<file path="src/rtl/uart_frame_pkg.sv">
// uart_frame_pkg: shared state encoding and frame geometry for the UART frame sequencer
package uart_frame_pkg;
  typedef enum logic [2:0] {IDLE, LOAD, START, WAIT_PROC, RD, LAT, WR} state_t;
  localparam logic [7:0] DEF_SYNC_BYTE = 8'h55;
  localparam int DEF_IMG_SIZE = 76800;
  localparam int DEF_ADDR_W = 17;
  localparam int DEF_TIMEOUT = 50000000;
  localparam int DEF_TO_W = 26;
endpackage

</file>
<file path="src/rtl/rx_timeout.sv">
// rx_timeout: saturating idle-cycle watchdog with clear/enable and expiry flag
module rx_timeout import uart_frame_pkg::*; #(
  parameter int TO_W = DEF_TO_W,
  parameter int LIMIT = DEF_TIMEOUT
) (
  input  logic clk,
  input  logic rst_n,
  input  logic clr,
  input  logic en,
  output logic expired
);
  logic [TO_W-1:0] count;
  assign expired = count == TO_W'(LIMIT);
  // count enabled idle cycles, holding at the limit until cleared
  always_ff @(posedge clk)
    if (!rst_n || clr) count <= '0;
    else if (en && !expired) count <= count + 1'b1;
endmodule

</file>
<file path="src/rtl/uart_frame_ctrl.sv">
// uart_frame_ctrl: sync-triggered frame load, Sobel hand-off and result streaming over UART
module uart_frame_ctrl import uart_frame_pkg::*; #(
  parameter int IMG_SIZE = DEF_IMG_SIZE,
  parameter int ADDR_W = DEF_ADDR_W,
  parameter logic [7:0] SYNC_BYTE = DEF_SYNC_BYTE,
  parameter int TIMEOUT = DEF_TIMEOUT,
  parameter int TO_W = DEF_TO_W
) (
  input  logic              clk,
  input  logic              rst_n,
  input  logic              rx_done,
  input  logic [7:0]        rd_data,
  input  logic              tx_full,
  output logic              wr_uart,
  output logic [7:0]        wr_data,
  output logic              mem_we,
  output logic [ADDR_W-1:0] mem_addr,
  output logic [7:0]        mem_wdata,
  output logic [ADDR_W-1:0] res_addr,
  input  logic [7:0]        res_rdata,
  output logic              proc_start,
  input  logic              proc_done,
  output logic              busy,
  output logic              err
);
  localparam logic [ADDR_W-1:0] LAST = ADDR_W'(IMG_SIZE - 1);
  state_t state, nxt;
  logic [ADDR_W-1:0] cnt, idx;
  logic [7:0] hold;
  logic expired, load_hit, push;
  rx_timeout #(.TO_W(TO_W), .LIMIT(TIMEOUT)) u_to (
    .clk(clk),
    .rst_n(rst_n),
    .clr(state != LOAD || rx_done),
    .en(state == LOAD),
    .expired(expired)
  );
  // an expired timeout wins over a byte arriving in the same cycle
  assign load_hit = state == LOAD && rx_done && !expired;
  assign push = state == WR && !tx_full;
  assign wr_uart = push;
  assign wr_data = hold;
  assign res_addr = idx;
  assign err = state == LOAD && expired;
  assign busy = state != IDLE && !err;
  // state register
  always_ff @(posedge clk)
    if (!rst_n) state <= IDLE;
    else state <= nxt;
  // next-state logic
  always_comb begin
    nxt = state;
    unique case (state)
      IDLE:      nxt = rx_done && rd_data == SYNC_BYTE ? LOAD : IDLE;
      LOAD:      nxt = expired ? IDLE : (load_hit && cnt == LAST ? START : LOAD);
      START:     nxt = WAIT_PROC;
      WAIT_PROC: nxt = proc_done ? RD : WAIT_PROC;
      RD:        nxt = LAT;
      LAT:       nxt = WR;
      WR:        nxt = push ? (idx == LAST ? IDLE : RD) : WR;
      default:   nxt = IDLE;
    endcase
  end
  // frame-buffer write port, start pulse, pixel/read indices and transmit holding byte
  always_ff @(posedge clk)
    if (!rst_n) begin
      mem_we <= 1'b0;
      mem_addr <= '0;
      mem_wdata <= '0;
      proc_start <= 1'b0;
      cnt <= '0;
      idx <= '0;
      hold <= '0;
    end else begin
      mem_we <= load_hit;
      if (load_hit) begin
        mem_addr <= cnt;
        mem_wdata <= rd_data;
      end
      proc_start <= state == START;
      cnt <= state == IDLE ? '0 : (load_hit && cnt != LAST ? cnt + 1'b1 : cnt);
      if (state == WAIT_PROC) idx <= '0;
      else if (push) idx <= idx == LAST ? '0 : idx + 1'b1;
      if (state == LAT) hold <= res_rdata;
    end
endmodule

</file>
<file path="config.mk">
export PLATFORM = sky130hd
export DESIGN_NAME = uart_frame_ctrl
export DESIGN_NICKNAME = d
export VERILOG_FILES = /design/src/rtl/uart_frame_pkg.sv /design/src/rtl/rx_timeout.sv /design/src/rtl/uart_frame_ctrl.sv
export SDC_FILE = /design/constraint.sdc
export NUM_CORES = 1
export LEC_CHECK = 0
export BUFFER_PORTS_ARGS = -buffer_cell sky130_fd_sc_hd__buf_2
export CAP_MARGIN = 30
export CELL_PAD_IN_SITES_DETAIL_PLACEMENT = 2
export CELL_PAD_IN_SITES_GLOBAL_PLACEMENT = 2
export CORE_MARGIN = 8
export CORE_UTILIZATION = 33
export DETAILED_ROUTE_END_ITERATION = 10
export PLACE_DENSITY_LB_ADDON = 0.1
export SLEW_MARGIN = 10
export SYNTH_ARGS = -nofsm -noshare
export SYNTH_HDL_FRONTEND = slang
export SYNTH_SLANG_ARGS = --single-unit
</file>
<file path="constraint.sdc">
create_clock -name clk -period 2.38 [get_ports clk]
set_input_delay 0 -clock clk [delete_from_list [all_inputs] [get_ports clk]]
set_output_delay 0 -clock clk [all_outputs]
set_load 0.005 [all_outputs]
</file>
Yosys cells after proc, flatten, opt, wreduce, memory -nomap -nowiden --
Index checks and enable logic that the tools add are counted.
Word-level totals: flip-flop bits (word level) 98, output and inout bits 55, word-level logic and storage cells 52
Operators by class: add/subtract/negate cells 3, equal/unequal tests 12, mux-type cells 8, bitwise logic cells 1, reduce and logical (&&, ||, !) cells 19
Operators with widths (count):
- 17-bit by 1-bit adder with 17-bit output, second input constant | 2
- 17-bit == test, second input constant | 2
- 26-bit by 1-bit adder with 26-bit output, second input constant | 1
- 26-bit == test, second input constant | 1
- 3-bit case mux with 7 select lines | 1
- 17-bit 2-to-1 mux | 1
- 17-bit inequality test, second input constant | 1
- 3-bit == test, second input constant | 3
- 1-bit logical AND | 9
- 3-bit 2-to-1 mux | 3
- 8-bit by 7-bit == test with 1-bit output, second input constant | 1
- 3-bit by 2-bit == test with 1-bit output, second input constant | 2
- 1-bit zero test | 4
- 2-bit 2-to-1 mux | 2
- 2-bit OR reduction | 2
- 3-bit by 1-bit == test with 1-bit output, second input constant | 1
- 3-bit zero test | 1
- 3-bit by 1-bit inequality test with 1-bit output, second input constant | 1
- 3-bit nonzero test | 1
- 1-bit logical OR | 2
- 1-bit 2-to-1 mux | 1
- 1-bit inverter | 1

Logic depth before layout (Yosys ltp) --
Gate-level depths: netlist of the first run.
word-level depth 7, depth in mapped cells 9, depth with buffers taken out 7

Hierarchy --
Synthesis of the first run repeated with hierarchy kept, for this count alone.
Second synthesis, totals: cell total of the unflattened synthesis 529, area, all modules 4554.4 um2
Modules (own cells, without submodules):
- uart_frame_ctrl | times used 1, cells an instance 381, area an instance 3264.4 um2, seq. area each 1441.4 um2
- rx_timeout | times used 1, cells an instance 148, area an instance 1290.0 um2, seq. area each 520.5 um2

Worst setup path after synthesis of the first run --
Ideal clock, no wire load.
path kind reg-to-reg, start point register u_to.count[0], end point register u_to.count[1], arrival 1708 ps, data required time 2252 ps, path slack 544 ps, stages on the path, launching flop included 9, path buffers 1, period minus slack after synthesis 1836 ps, cell sequence dfxtp_1 inv_1 ha_1 nor4bb_1 nand4_1 o21ai_0 buf_2 mux2i_1 nor2_1
Between the ends: longest elaborated chain between the ends 3
Ends and longest elaborated chain:
- start, declared | RTL line rx_timeout.sv:12 | logic [TO_W-1:0] count;
- start signal, assigned | RTL line rx_timeout.sv:17 | else if (en && !expired) count <= count + 1'b1;
- parallel branches: the longest is 3 deep, another holds 26-bit by 1-bit adder with 26-bit output
Several ways; the timed one is not identified. A chain may end at the register's enable or synchronous reset.

Final worst setup path of the first run --
start point register state[0], end point register cnt[14]
Between the ends: longest elaborated chain between the ends 4
Ends and longest elaborated chain:
- start, declared | RTL line uart_frame_ctrl.sv:27 | state_t state, nxt;
- start signal, assigned | RTL line uart_frame_ctrl.sv:49 | else state <= nxt;
- 3-bit by 1-bit == test with 1-bit output | RTL line uart_frame_ctrl.sv:39 | assign load_hit = state == LOAD && rx_done && !expired;
- 1-bit logical AND (2 in a row) | RTL line uart_frame_ctrl.sv:39
- 1-bit logical AND | RTL line uart_frame_ctrl.sv:81 | cnt <= state == IDLE ? '0 : (load_hit && cnt != LAST ? cnt + 1'b1 : cnt);
- end signal, assigned | RTL line uart_frame_ctrl.sv:81
- end, declared | RTL line uart_frame_ctrl.sv:28 | logic [ADDR_W-1:0] cnt, idx;
Several ways; a longest one is shown, not always the timed one.

==> results of run 1 <==
-- flip-flops by register name (all words and copies together) (netlist names) --
register	cells
u_to.count	26
cnt	17
mem_addr	17
res_addr	17
mem_wdata	8
wr_data	8
state	3
mem_we	1
proc_start	1
-- power breakdown --
| part | switching [mW] | total [mW] | leakage [nW] | internal, mW |
|---|---|---|---|---|
| clock network | 0.646 | 1.45 | 0.138 | 0.808 |
| logic | 0.0318 | 0.0730 | 1.15 | 0.0412 |
| registers | 0.000140 | 1.64 | 0.790 | 1.64 |
-- synth_stat cells (all sizes together) --
| master | number |
|---|---|
| o31ai | 12 |
| o22ai | 1 |
| nor3b | 2 |
| nor4b | 4 |
| and4 | 6 |
| o21a | 2 |
| a21oi | 22 |
| or2 | 1 |
| buf | 11 |
| xnor2 | 16 |
| o31a | 2 |
| nand2 | 79 |
| nor3 | 9 |
| dfxtp | 98 |
| or4 | 11 |
| or3b | 1 |
| o21ai | 17 |
| o311ai | 1 |
| a21boi | 25 |
| and3 | 8 |
| mux2i | 10 |
| nor2b | 9 |
| nor4bb | 2 |
| nand4 | 18 |
| nand3 | 24 |
| nor2 | 44 |
| or3 | 13 |
| ha | 4 |
| clkbuf | 16 |
| a31oi | 1 |
| nand4b | 1 |
| inv | 11 |
| a31o | 1 |
| o41ai | 1 |
| o211ai | 2 |
| nand3b | 2 |
| and2 | 5 |
| and4bb | 1 |
| nor4 | 7 |
| xor2 | 18 |
| a21o | 1 |
-- area by class of cell --
cell class                 instances  area share [%]
multi-input combinational        384            42.2
sequential                        98            35.1
timing repair buffer             116            12.9
clock buffer                      10            4.09
tap                              176            3.94
clock inverter                     5            1.01
inverter                          11           0.738
-- worst paths after layout --
| kind | slack, ps | to | start | cells after the start |
|---|---|---|---|---|
| min reg2reg | 450 | mem_addr[0] | mem_addr[0] | 2 |
| min | 30 | state[0] | proc_done | 4 |
| max reg2reg | 140 | cnt[14] | state[0] | 5 |
| max | 140 | cnt[14] | state[0] | 5 |
-- metal layers --
metal | share of wire [%] | vias up
li1 | - | 2019
met1 | 42 | 2081
met2 | 54 | 43
met3 | 2.2 | 16
met4 | 1.9 | 0
met5 | 0 | -
-- worst reg2reg max path, delay by kind of cell (launching register included) --
kind | cells | cell delay (ps)
DFF | 1 | 450
AOI/OAI and AO/OA | 2 | 400
and+or+nand+nor | 3 | 1330
-- timing repair --
item	CTS	global route
buffers inserted	1	3
setup endpoints to repair	29	29
resized for setup	3	5
pin swaps	2	2
cloned	0	1
hold endpoints to repair	16	0
hold buffers	16	0
-- stage by stage --
stage | cell area [µm²] | TNS (ps) | total power, mW | util, % | cells
detailed placement | 5080 | -1290 | 1.73 | 38.5 | 764
floorplan | 4450 | 0 | 1.70 | - | 519
finish | 5590 | 0 | 3.17 | 42.4 | 800
CTS | 5550 | 0 | 3.23 | 42.1 | 796
global route | 5590 | -30.7 | 3.29 | 42.4 | 800
global placement | 5080 | 0 | 1.73 | 38.5 | 764
-- cell families (layout without fill, tap and decap cells) --
logic type,count (synthesis),count (layout)
mux,10,10
fa+ha+maj,4,4
flops,98,98
simple gates,247,247
xor+xnor,34,34
buf+inv,38,142
compound gates,88,89
==> summary.md, run 1 <==
| Metric | Value |
|---|---|
| Post-synthesis cell count | roughly 520 |
| Max-slew violation count | 0 |
| I/O Pins | 76 |
| Port Buffers | 75 |
| Compound-cell area share of the yosys netlist | between 10% and 20% |
| Number of max-cap violations | 0 |
| Commonest non-fill, non-tap cell in the layout | dfxtp_1 |
| LEAKAGE | between 2 and 2.5 nW |
| Global-route track usage on met2 | about 30% |
| Global-route wire length before repair | between 20 and 25 mm |
| Hpwl dp | 9.66 mm |
| Deepest clock path buffer count | 2 |
| Routed wire per std cell | between 15 and 20 µm |
| Setup WS post-layout | roughly 140 ps |
| Grt ovf | 0 |
| Clk slew on worst S/H paths | roughly 70 ps |
| Met1 usage | between 10% and 20% |
| TritonRoute pass-1 iters | 4 |
| Seq. cell area | between 1500 and 2000 µm² |
| DIE HEIGHT | approximately 130 µm |
| Multiplexer share of the synthesized area | between 2 and 2.5% |
| Outcome | finished clean |
| Fin nets | ~650 |
| Headroom to the max-slew limit | ~56% |
| Worst skew pair latency | about 350 ps |
| Initial antenna violation count | 0 |
| N_diodes | 0 |
| Syn. warnings | 0 |
| Period utilisation layout | 94.2% |
| Top Family by Delay on Critical Path | simple AND/OR/NAND/NOR gates |
| Worst Max-Slew Pin Slew | 660 ps |
| Cell Chain, Critical Path | nor3b_1, and2_1, o21ai_2, or4_1, a21oi_1 |
| CP bufs+invs | 0 |
| CTS tree | yes |
| Combinational family with the most area after synthesis | simple AND/OR/NAND/NOR gates |
| Critical path fanouts, max | 15 |
| Startpoint Class | flop |
| Multi-input gate area | around 2400 µm² |
| FP Rows | between 40 and 50 |
| CP max stage delay | ~560 ps |
| Post-synth net total | ~540 |
| Drt drc | 0 |
| Post-synth cell types | 48 |
| Die ar. | 17500 µm² |
| Worst VDD drop | about 360 µV |
| Pre-CTS setup slack | -96.3 ps |
| CP max-delay cell | or4_1 |
| Core area | about 13000 µm² |
| Period minus WS final | 2240 ps |
| Post-synth top area cell | dfxtp_1 |
| Share of cells above drive strength 1 | 21.0% |
| Synth area leaders | dfxtp_1 (44%), nand2_1 (6.7%), a21boi_1 (4.2%), nor2_1 (3.7%), xor2_1 (3.5%) |
| Starting Density | between 30% and 40% |
| Fmax achieved | ~0.45 GHz |
| Syn-to-layout area delta | 25.7% |
| Setup-failing EPs final | 0 |
| P per Cell Area | about 570 nW/µm² |
| Sequential share of the synthesized area | ~44% |
| Avg Cell Area, Syn | 8.58 µm² |
| Critical Path RT | roughly 2700 ps |
| Fill cell count | about 1500 |
| Commonest cells after routing, fill and taps aside | dfxtp_1 (96), nand2_1 (78), buf_2 (75) |
| Synth Area in XOR/XNOR | 6.69% |
| Crit Path Category | reg2reg |
| Min-delay worst type | in2reg |
| Clock root cell | clkbuf_16 |
| # clock sinks | between 90 and 100 |
| Critical Path AT | about 2500 ps |
| GR Util All Layers | roughly 16% |
| Met3 GRT Util | between 2 and 3% |
| CTS Buf Count | 9 |
| Vias per std cell | slightly above 5 |
| CTS H-tree depth | 3 |
| Maximum number of pins on one net before global-route repair | 43 |
| Synth Area in Simple Gates | between 20% and 30% |
| #FFs+latches synth | 98 |
| GRT busiest layer | met2 |
| DRT iter0 DRCs | roughly 190 |
| Placer Congestion | 0.758 |
| Clock skew | 10.5 ps |
| Vias in the first global route | about 4500 |
| Share of the synthesized area in the top cell type | between 40% and 50% |
| Routed WL | ~14 mm |
| Fin. Hold Viols | 0 |
| Hold_ws | ~31 ps |
| Crit. End Element | flop |
| Synth Area in Adders | approximately 1.1% |
| Die Wd | about 130 µm |
| Routed via count | slightly above 4000 |
| Mapped Area | 4450 µm² |
| Antenna Violating Nets Remaining | 0 |
(Power assumes the default switching activity.)
==> run 2: changes to the inputs <==
Settings changed: CORE_UTILIZATION 33 to 36, PLACE_DENSITY_LB_ADDON 0.1 to 0.05.
Clock period 2.38 ns to 2.8 ns, I/O delays scaled along.
==> run 2 against run 1 <==
Wire length hardly changed. Sequential share of layout area up 0.42 points. Final cell count fell by 2.4%. Clock skew fell by 6.0 ps. Critical path type is now reg2out. Highest routed layer unchanged.
==> summary.md, run 2 (synthesized netlist as in run 1, its figures left out) <==
| Metric | Value |
|---|---|
| DRT iter0 DRCs | 161 (-16%) |
| Fin. Hold Viols | 0 (unchanged) |
| Placed instance area | 5000 µm² (-1.5%) |
| Finished Cell Area | 5520 µm² (-1.3%) |
| Global-route wire length before repair | 22.5 mm (-2.8%) |
| Commonest cells after routing, fill and taps aside | dfxtp_1 (98), nand2_1 (79), buf_2 (75) |
| Util after Layout | 45.8% (+3.4 points) |
| Antenna Violating Nets Remaining | 0 (unchanged) |
| Starting Density | 36.9% (+3.2 points) |
| Post-Place Cells | 747 (-2.2%) |
| Largest Register | u_to.count |
| Setup-failing EPs final | 0 (unchanged) |
| Max reg flops | 26 (unchanged) |
| LEAKAGE | 2.04 nW (-1.8%) |
| Routed via count | 4138 (-0.50%) |
| CTS Buf Count | 9 (unchanged) |
| Setup TNS | 0 ps (unchanged) |
| Routed WL | 14.1 mm (about the same) |
| Number of max-cap violations | 0 (unchanged) |
| CTS tree | yes |
| Port Buffers | 75 (unchanged) |
| Pwr Total | 2.85 mW (-9.9%) |
| Clk slew on worst S/H paths | 60 ps (about the same) |
| Crit Path Category | reg2out |
| FP Rows | 40 (-4.8%) |
| Min-delay worst type | in2reg |
| DIE HEIGHT | 127 µm (-3.7%) |
| N_diodes | 0 (unchanged) |
| Max-slew violation count | 0 (unchanged) |
| I/O Pins | 76 (unchanged) |
| Final cell count without fillers | 781 (-2.4%) |
| Initial antenna violation count | 0 (unchanged) |
| Syn-to-layout area delta | 24.0% |
| Hpwl dp | 9.46 mm (-2.1%) |
| Crit. End Element | output pin |
| Maximum number of pins on one net before global-route repair | 41 (-4.7%) |
| Worst skew pair latency | 350 ps (about the same) |
| Core area | 12100 µm² (-8.6%) |
| Number of setup buffers added after CTS | 0 (-1) |
| Commonest non-fill, non-tap cell in the layout | dfxtp_1 |
| Vias in the first global route | 4498 (-1.0%) |
| Critical Path RT | 2800 ps (+140 ps) |
| RSZ-0062 raised after global routing | false |
| Grt ovf | 0 (unchanged) |
| Deepest clock path buffer count | 2 (unchanged) |
| Routed wire per std cell | 18.0 µm (+2.5%) |
| R2R Setup Slk | 270 ps (+130 ps) |
| Worst Max-Slew Pin Slew | 823 ps (+163 ps) |
| Vias per std cell | 5.30 (+1.9%) |
| Clock skew | 4.47 ps (-6.04 ps) |
| Period minus WS final | between 2000 and 3000 ps |
| Outcome | finished clean |
| # clock sinks | 98 (unchanged) |
| Worst setup path start | u_to.count[0] |
| Startpoint Class | flop |
| CTS H-tree depth | 3 (unchanged) |
| Die Wd | 127 µm (-3.7%) |
| Worst VDD drop | 359 µV (-1.7%) |
| FF-to-FF Start | state[2] |
| GR Util All Layers | 17.4% (+1.3 points) |
| Worst hold start | rx_done |
| Headroom to the max-slew limit | 45.1% (-11 points) |
| P per Cell Area | 517 nW/µm² (-8.7%) |
| Fmax achieved | between 0.3 and 0.4 GHz |
| Fin nets | 633 (-1.9%) |
| Critical path fanouts, max | 6 (-9) |
| TritonRoute pass-1 iters | 4 (unchanged) |
| Share of cells above drive strength 1 | 18.4% (-2.6 points) |
| Drt drc | 0 (unchanged) |
| Clock root cell | clkbuf_16 |
| Die ar. | 16200 µm² (-7.3%) |
| Placer Congestion | 0.765 (+0.98%) |
| Period utilisation layout | between 90% and 100% |
| Critical Path AT | 2590 ps (+60 ps) |
run 2: cell count changes in the layout (fill, tap and decap cells not counted), moves of 2 or more:
cell      delta
buf_4       -13
dfxtp_2      -2
dfxtp_1      +2
clkbuf_8     +3
run 2: timing repair:
action | 4_1_cts | 5_1_grt
resized for setup | 0 | 0
hold buffers | 17 | 0
hold endpoints to repair | 18 | 0
endpoints found under the setup margin | 0 | 11
run 2: stage by stage:
stage                     hold slack (ps)  setup WS [ps]
after global placement                255            245
after global routing                 47.1           45.2
after CTS                            11.3            153
after floorplan                       135            964
after detailed placement              264            180
final                                20.9            213
run 2: worst max-delay path, cell delays in order, from the launching register on:
cell	delay, ps
dfxtp_1	330
inv_1	100
ha_1	150
nor4bb_1	280
nand4_1	420
or4_1	640
nand2_1	110
nand2_1	70
buf_2	130
run 2: layout make-up:
type / instances / area, µm²
clock inverter: 4 / 72.6
sequential: 98 / 1960
timing repair buffer: 104 / 636
multi-input combinational: 384 / 2330
clock buffer: 12 / 267
fill: 1327 / 6540
tap: 168 / 210
inverter: 11 / 41.3
run 2: where the power goes:
group / switching (mW) / internal, mW / total, mW
Clock: 0.542 / 0.855 / 1.40
Sequential: 0.000170 / 1.39 / 1.39
Combinational: 0.0275 / 0.0356 / 0.0631
run 2: worst paths after layout:
check | end | depth (start not counted)
setup / recovery | busy | 8
hold reg to reg | mem_addr[11] | 2
hold / removal | state[0] | 3
setup reg to reg | res_addr[14] | 5
run 2: routing by layer:
layer / routed length [µm] / share of wire (%) / vias up / GRT usage [%]
li1: - / - / 2008 / -
met1: 5730 / 41 / 2063 / 17.6
met4: 191 / 1.4 / 0 / 5.18
met5: 0 / 0 / - / 0
met2: 7720 / 55 / 53 / 33.6
met3: 453 / 3.2 / 14 / 4.91
